<file path="src/rtl/multi_key_debouncer_if.sv">
// Key-pad bundle between the button pins and the debouncer: raw key inputs in,
// debounced level and per-key event pulses out.
interface multi_key_debouncer_if #(
    parameter int N_KEYS = 4
);
    logic [N_KEYS-1:0] din;
    logic [N_KEYS-1:0] key_state;
    logic [N_KEYS-1:0] press_pulse;
    logic [N_KEYS-1:0] release_pulse;
    logic [N_KEYS-1:0] repeat_pulse;

    modport master (
        output din,
        input  key_state,
        input  press_pulse,
        input  release_pulse,
        input  repeat_pulse
    );

    modport slave (
        input  din,
        output key_state,
        output press_pulse,
        output release_pulse,
        output repeat_pulse
    );
endinterface

</file>
<file path="src/rtl/multi_key_debouncer.sv">
// N independent key channels: 2-flop synchroniser, debounce FSM, press/release
// events and optional auto-repeat while held. All outputs registered.
//
// state       | meaning
// IDLE        | key released and stable
// PRESS_DEB   | press seen, waiting for it to persist
// HELD        | key accepted as pressed, repeat timer running
// RELEASE_DEB | release seen, waiting for it to persist
module multi_key_debouncer #(
    parameter int N_KEYS        = 4,
    parameter int DEBOUNCE_TIME = 10_000_000,
    parameter int REPEAT_DELAY  = 0,
    parameter int REPEAT_PERIOD = 5_000_000,
    parameter int ACTIVE_LOW    = 1
) (
    input logic                   clk,
    input logic                   rst_n,
    multi_key_debouncer_if.slave  bus
);

    localparam int MAX_DR = (DEBOUNCE_TIME > REPEAT_DELAY) ? DEBOUNCE_TIME : REPEAT_DELAY;
    localparam int MAX_T  = (MAX_DR > REPEAT_PERIOD) ? MAX_DR : REPEAT_PERIOD;
    localparam int CNT_W  = $clog2(MAX_T) + 1;

    localparam logic [CNT_W-1:0] DEB_LIM = CNT_W'(DEBOUNCE_TIME - 1);
    localparam logic [CNT_W-1:0] DLY_LIM = (REPEAT_DELAY > 0) ? CNT_W'(REPEAT_DELAY - 1) : '0;
    localparam logic [CNT_W-1:0] PER_LIM = CNT_W'(REPEAT_PERIOD - 1);
    localparam bit               RPT_EN  = (REPEAT_DELAY != 0);

    typedef enum logic [1:0] {
        IDLE        = 2'd0,
        PRESS_DEB   = 2'd1,
        HELD        = 2'd2,
        RELEASE_DEB = 2'd3
    } state_t;

    for (genvar gi = 0; gi < N_KEYS; gi++) begin : g_ch
        logic             din_norm;
        logic             sync1_q, sync2_q;
        state_t           state_q, state_d;
        logic [CNT_W-1:0] cnt_q, cnt_d;
        logic [CNT_W-1:0] rpt_lim;
        logic             rpt_flag_q, rpt_flag_d;
        logic             key_q, key_d;
        logic             press_q, press_d;
        logic             release_q, release_d;
        logic             repeat_q, repeat_d;

        assign din_norm = (ACTIVE_LOW != 0) ? ~bus.din[gi] : bus.din[gi];
        // first repeat waits the long delay, later ones use the period
        assign rpt_lim  = rpt_flag_q ? PER_LIM : DLY_LIM;

        always_ff @(posedge clk or negedge rst_n) begin
            if (!rst_n) begin
                sync1_q    <= 1'b0;
                sync2_q    <= 1'b0;
                state_q    <= IDLE;
                cnt_q      <= '0;
                rpt_flag_q <= 1'b0;
                key_q      <= 1'b0;
                press_q    <= 1'b0;
                release_q  <= 1'b0;
                repeat_q   <= 1'b0;
            end else begin
                sync1_q    <= din_norm;
                sync2_q    <= sync1_q;
                state_q    <= state_d;
                cnt_q      <= cnt_d;
                rpt_flag_q <= rpt_flag_d;
                key_q      <= key_d;
                press_q    <= press_d;
                release_q  <= release_d;
                repeat_q   <= repeat_d;
            end
        end

        always_comb begin
            state_d    = state_q;
            cnt_d      = cnt_q;
            rpt_flag_d = rpt_flag_q;
            press_d    = 1'b0;
            release_d  = 1'b0;
            repeat_d   = 1'b0;
            case (state_q)
                IDLE: begin
                    cnt_d = '0;
                    if (sync2_q) state_d = PRESS_DEB;
                end
                PRESS_DEB: begin
                    if (!sync2_q) begin
                        state_d = IDLE;
                        cnt_d   = '0;
                    end else if (cnt_q == DEB_LIM) begin
                        state_d    = HELD;
                        cnt_d      = '0;
                        rpt_flag_d = 1'b0;
                        press_d    = 1'b1;
                    end else begin
                        cnt_d = cnt_q + CNT_W'(1);
                    end
                end
                HELD: begin
                    if (!sync2_q) begin
                        state_d = RELEASE_DEB;
                        cnt_d   = '0;
                    end else if (RPT_EN && (cnt_q == rpt_lim)) begin
                        repeat_d   = 1'b1;
                        cnt_d      = '0;
                        rpt_flag_d = 1'b1;
                    end else if (RPT_EN) begin
                        cnt_d = cnt_q + CNT_W'(1);
                    end
                end
                RELEASE_DEB: begin
                    // a bounce back to pressed restarts repeat timing from scratch
                    if (sync2_q) begin
                        state_d    = HELD;
                        cnt_d      = '0;
                        rpt_flag_d = 1'b0;
                    end else if (cnt_q == DEB_LIM) begin
                        state_d   = IDLE;
                        cnt_d     = '0;
                        release_d = 1'b1;
                    end else begin
                        cnt_d = cnt_q + CNT_W'(1);
                    end
                end
                default: begin
                    state_d = IDLE;
                    cnt_d   = '0;
                end
            endcase
            key_d = (state_d == HELD) || (state_d == RELEASE_DEB);
        end

        assign bus.key_state[gi]     = key_q;
        assign bus.press_pulse[gi]   = press_q;
        assign bus.release_pulse[gi] = release_q;
        assign bus.repeat_pulse[gi]  = repeat_q;
    end

endmodule

</file>
<file path="src/flat_wrapper.sv">
// flat-port wrapper written by rule: the top's interface ports become plain ports
module multi_key_debouncer_flat 
#(
    parameter int N_KEYS        = 4,
    parameter int DEBOUNCE_TIME = 10_000_000,
    parameter int REPEAT_DELAY  = 0,
    parameter int REPEAT_PERIOD = 5_000_000,
    parameter int ACTIVE_LOW    = 1
)
  (clk, rst_n, bus_din, bus_key_state, bus_press_pulse, bus_release_pulse, bus_repeat_pulse);
  multi_key_debouncer_if #(.N_KEYS(N_KEYS)) bus_i ();
  input logic clk;
  input logic rst_n;
  input wire logic [$bits(bus_i.din)-1:0] bus_din;
  output wire logic [$bits(bus_i.key_state)-1:0] bus_key_state;
  output wire logic [$bits(bus_i.press_pulse)-1:0] bus_press_pulse;
  output wire logic [$bits(bus_i.release_pulse)-1:0] bus_release_pulse;
  output wire logic [$bits(bus_i.repeat_pulse)-1:0] bus_repeat_pulse;
  assign bus_i.din = bus_din;
  assign bus_key_state = bus_i.key_state;
  assign bus_press_pulse = bus_i.press_pulse;
  assign bus_release_pulse = bus_i.release_pulse;
  assign bus_repeat_pulse = bus_i.repeat_pulse;
  multi_key_debouncer #(.N_KEYS(N_KEYS), .DEBOUNCE_TIME(DEBOUNCE_TIME), .REPEAT_DELAY(REPEAT_DELAY), .REPEAT_PERIOD(REPEAT_PERIOD), .ACTIVE_LOW(ACTIVE_LOW)) u_core (.clk(clk), .rst_n(rst_n), .bus(bus_i));
endmodule
</file>
<file path="config.mk">
export PLATFORM = sky130hd
export DESIGN_NAME = multi_key_debouncer_flat
export DESIGN_NICKNAME = d
export VERILOG_FILES = /design/src/rtl/multi_key_debouncer_if.sv /design/src/rtl/multi_key_debouncer.sv /design/src/flat_wrapper.sv
export SDC_FILE = /design/constraint.sdc
export NUM_CORES = 1
export LEC_CHECK = 0
export CAP_MARGIN = 40
export CORE_ASPECT_RATIO = 2
export CORE_UTILIZATION = 60
export DETAILED_ROUTE_END_ITERATION = 16
export GPL_TIMING_DRIVEN = 0
export PLACE_DENSITY = 0.78
export SLEW_MARGIN = 15
export SYNTH_ARGS = -nofsm -noshare
export SYNTH_HDL_FRONTEND = slang
export SYNTH_SLANG_ARGS = --single-unit
</file>
<file path="constraint.sdc">
create_clock -name clk -period 2.6 [get_ports clk]
set_input_delay 0.39 -clock clk [delete_from_list [all_inputs] [get_ports clk]]
set_output_delay 0.39 -clock clk [all_outputs]
set_load 0.01 [all_outputs]
</file>
==> flow_summary.toml <==
[synth]
synthMuxAreaShare_pct = 1.71
synth_warnings = 0
synth-xor-area-share_pct = 9.58
yosys.area_share.simple_pct = 27.0
synth-edff-count = 0
async_reset_ff_share_pct = 100
synth_top_family_by_area = "simple AND/OR/NAND/NOR gates"
ys_ff_latch = 128
synth.cell_area_mm2 = 0.00658
synth_compound_area_share_pct = 7.83
synth_fa_ha_area_share_pct = 0.760
syn_area_per_cell_um2 = 9.93
synth.distinct_cells = 63
synthCells = 663
seq_area_frac_synth_pct = 48.7
synth_flop_cell = "dfrtp_1"

[drt]
via_per_inst = 6.09
vias = 5216
remaining_drc_errors = 0
drtIter0Drc = 356
drtAntennaViolNets = 0
avgRoutedWirePerCell_um = 16.5
dr.pass1.iters = 5
routed_wirelength_mm = 14.1

[clocking]
numCtsBuffers = 17
htreeDepth = 4
clock_sinks = 128
clk_pin_slew_ps = 60
worstSkewPairLatency_ps = 420
cts_tree = "done"
clockRootBuffer = "clkbuf_16"
clockBufferDepth = 2
postCtsSetupBuffers = 0

[finish]
nNetsFinal = 716
fin_cells = 856
antenna_cells = 0
synthToLayoutAreaGrowth_pct = 15.9
layout-drive-gt1-share_pct = 12.7
n_fill_cell = 773
fin_area_mm2 = 0.00763

[global_route]
antenna_found_initial = 0
track_usage_pct = 26.5
grt_pass1_wl_mm = 24.0
grt_pass1_vias = 5343
grt_max_degree = 85
grt_overflow = 0

[sta]
max_slew_margin_pct = 41.2
finClkSkew_ps = 6.95
worst_pin_slew_ps = 874
slew_viol_final = 0
fin_tns_setup_ps = 0
rsz0062_at_grt = "false"
max_freq_mhz = 411
fin_crit_sh_pct = 93.7
finalWorstSetupSlack_ps = 164
min_period_ps = 2440
setup_violations = 0
finalHoldViolations = 0

[floorplanning]
die_height_um = 150
core_mm2 = 0.0106
io_pins = 22
die-area_mm2 = 0.0114
fp.dieW_um = 76.1
initial_core_util_pct = 62.1
fp-row-count = 53

[worst_setup_path]
worstSetupEndpointType = "register"
regToRegSetupSlack_ps = 160
critPathCapture = "u_core.g_ch[1].cnt_q[11]"
rr_startpoint = "u_core.g_ch[1].cnt_q[1]"
worstReg2RegEnd = "u_core.g_ch[1].cnt_q[11]"
reg2reg_depth = 7
path_max_fanout = 10
criticalPathCategory = "register to register"
worstSetupStartpointType = "register"
startpoint = "u_core.g_ch[1].cnt_q[1]"
crit_arrival_ps = 2740
required_ps = 2900

[placed_design]
place_ws_ps = 140
io_buffers = 17
placed_cells = 823
hpwl_mm = 9.40
gp_congestion = 0.831
placed_cell_area_mm2 = 0.00698

[job]
timing.max_cap.violations = 0

[power]
peakVddDrop_mv = 0.546
total_power_mw = 4.58
power.leakage_nw = 3.21
power_density_mw_per_mm2 = 600

[run_status]
status = "finished clean"

[min_path]
hold_path.class = "register to register"
## cell families after synthesis
family,Yosys count
simple gates,324
flops,128
compound gates,72
xor+xnor,72
buf+inv,52
mux,10
fa+ha+maj,4
other cells,1
## critical path, cell delays in order, from the launching register on
cell,delay (ps)
dfrtp_1,400
ha_1,200
nand3_1,260
nor4_2,550
a21oi_2,140
a311oi_4,510
buf_6,210
nor2_1,60
## layer usage
layer | vias up | GRT usage, % | part of all wire, %
met4 | 0 | 13.8 | 2.9
met2 | 148 | 50.4 | 55
met1 | 2587 | 27.4 | 38
met3 | 40 | 5.09 | 3.5
li1 | 2441 | - | -
met5 | - | 0 | 0
## how the worst min path moves through the flow
stage               cells past startpoint                      end                   start
finish                                  0   u_core.g_ch[0].sync2_q  u_core.g_ch[0].sync1_q
global route                            0   u_core.g_ch[1].sync2_q  u_core.g_ch[1].sync1_q
CTS                                     0   u_core.g_ch[0].sync2_q  u_core.g_ch[0].sync1_q
detailed placement                      0   u_core.g_ch[0].sync2_q  u_core.g_ch[0].sync1_q
global placement                        0   u_core.g_ch[0].sync2_q  u_core.g_ch[0].sync1_q
floorplan                               0  u_core.g_ch[0].cnt_q[0]                   rst_n
## power by group
part	switching (mW)	internal, mW
combinational	0.0983	0.0519
sequential	0.0198	2.01
clock	0.900	1.50
total	1.02	3.56
## flip-flops by register name, indices dropped and copies added (netlist names)
register,flops
u_core.g_ch.cnt_q,100
u_core.g_ch.state_q,8
u_core.g_ch.key_q,4
u_core.g_ch.press_q,4
u_core.g_ch.release_q,4
u_core.g_ch.sync1_q,4
u_core.g_ch.sync2_q,4
## Yosys cell counts (2+ instances only)
master / n / area (µm²)
nand4b_1: 4 / 35.0
a211oi_1: 2 / 15.0
or3b_2: 2 / 17.5
a31oi_1: 12 / 75.1
xor2_1: 48 / 420
ha_1: 4 / 50.1
dfrtp_1: 128 / 3200
nand2_1: 51 / 191
a41oi_1: 4 / 35.0
buf_6: 3 / 33.8
nor4_1: 14 / 87.6
clkbuf_1: 15 / 56.3
nand3_1: 43 / 215
and4_1: 12 / 105
nor4b_1: 6 / 52.6
nand4bb_1: 2 / 22.5
nor3b_1: 9 / 67.6
nor3_1: 14 / 70.1
and3_1: 15 / 93.8
nor2b_1: 2 / 12.5
o21a_1: 2 / 15.0
inv_1: 13 / 48.8
a22o_1: 5 / 43.8
and3b_1: 3 / 26.3
or4_1: 5 / 37.5
nor2_1: 84 / 315
nand4_1: 26 / 163
mux2_2: 10 / 113
and2_1: 6 / 37.5
or4bb_1: 2 / 22.5
o21ai_0: 15 / 75.1
a21o_1: 4 / 30.0
buf_4: 18 / 135
a21oi_1: 15 / 75.1
or3_1: 5 / 31.3
buf_2: 3 / 15.0
xnor2_1: 24 / 210
nand3b_1: 8 / 60.1
## per-stage QoR
stage	util [%]	hold WS [ps]
after floorplan	-	94.4
after global placement	65.4	333
after detailed placement	65.8	335
after CTS	71.6	348
after global routing	71.9	356
final	71.9	346
## cell type report
class                      count  area [µm²]  area share, %
tap                          137         171           2.25
clock buffer                  17         425           5.58
timing repair buffer          21         225           2.95
sequential                   128        3200           42.0
buffer                        39         240           3.15
inverter                      13        48.8          0.640
multi-input combinational    486        3150           41.2
clock inverter                15         169           2.21
## cells in the final DEF (no fill, tap or decap), drive strengths merged, types with 5 or more instances in the layout
cell             n
a22o             5
mux2            10
nor4            16
a31oi           12
nand3b           8
clkbuf          32
o21ai           15
and4            12
clkdlybuf4s50   16
and2             7
nor4b            6
and3            16
buf             27
a21oi           16
or4              6
or3              5
nor3b            9
nand4           27
nand2           51
nand3           43
nor2            85
nor3            15
inv             14
clkinv           8
xor2            48
xnor2           24
dfrtp          128
## what timing repair did
item	in CTS	in global routing
gates resized for setup	1	5
setup endpoints to repair	20	32
hold buffers	1	0
endpoints found under the hold margin	44	0
gates cloned	0	0
Note: power is estimated with default switching activity, not from simulation.
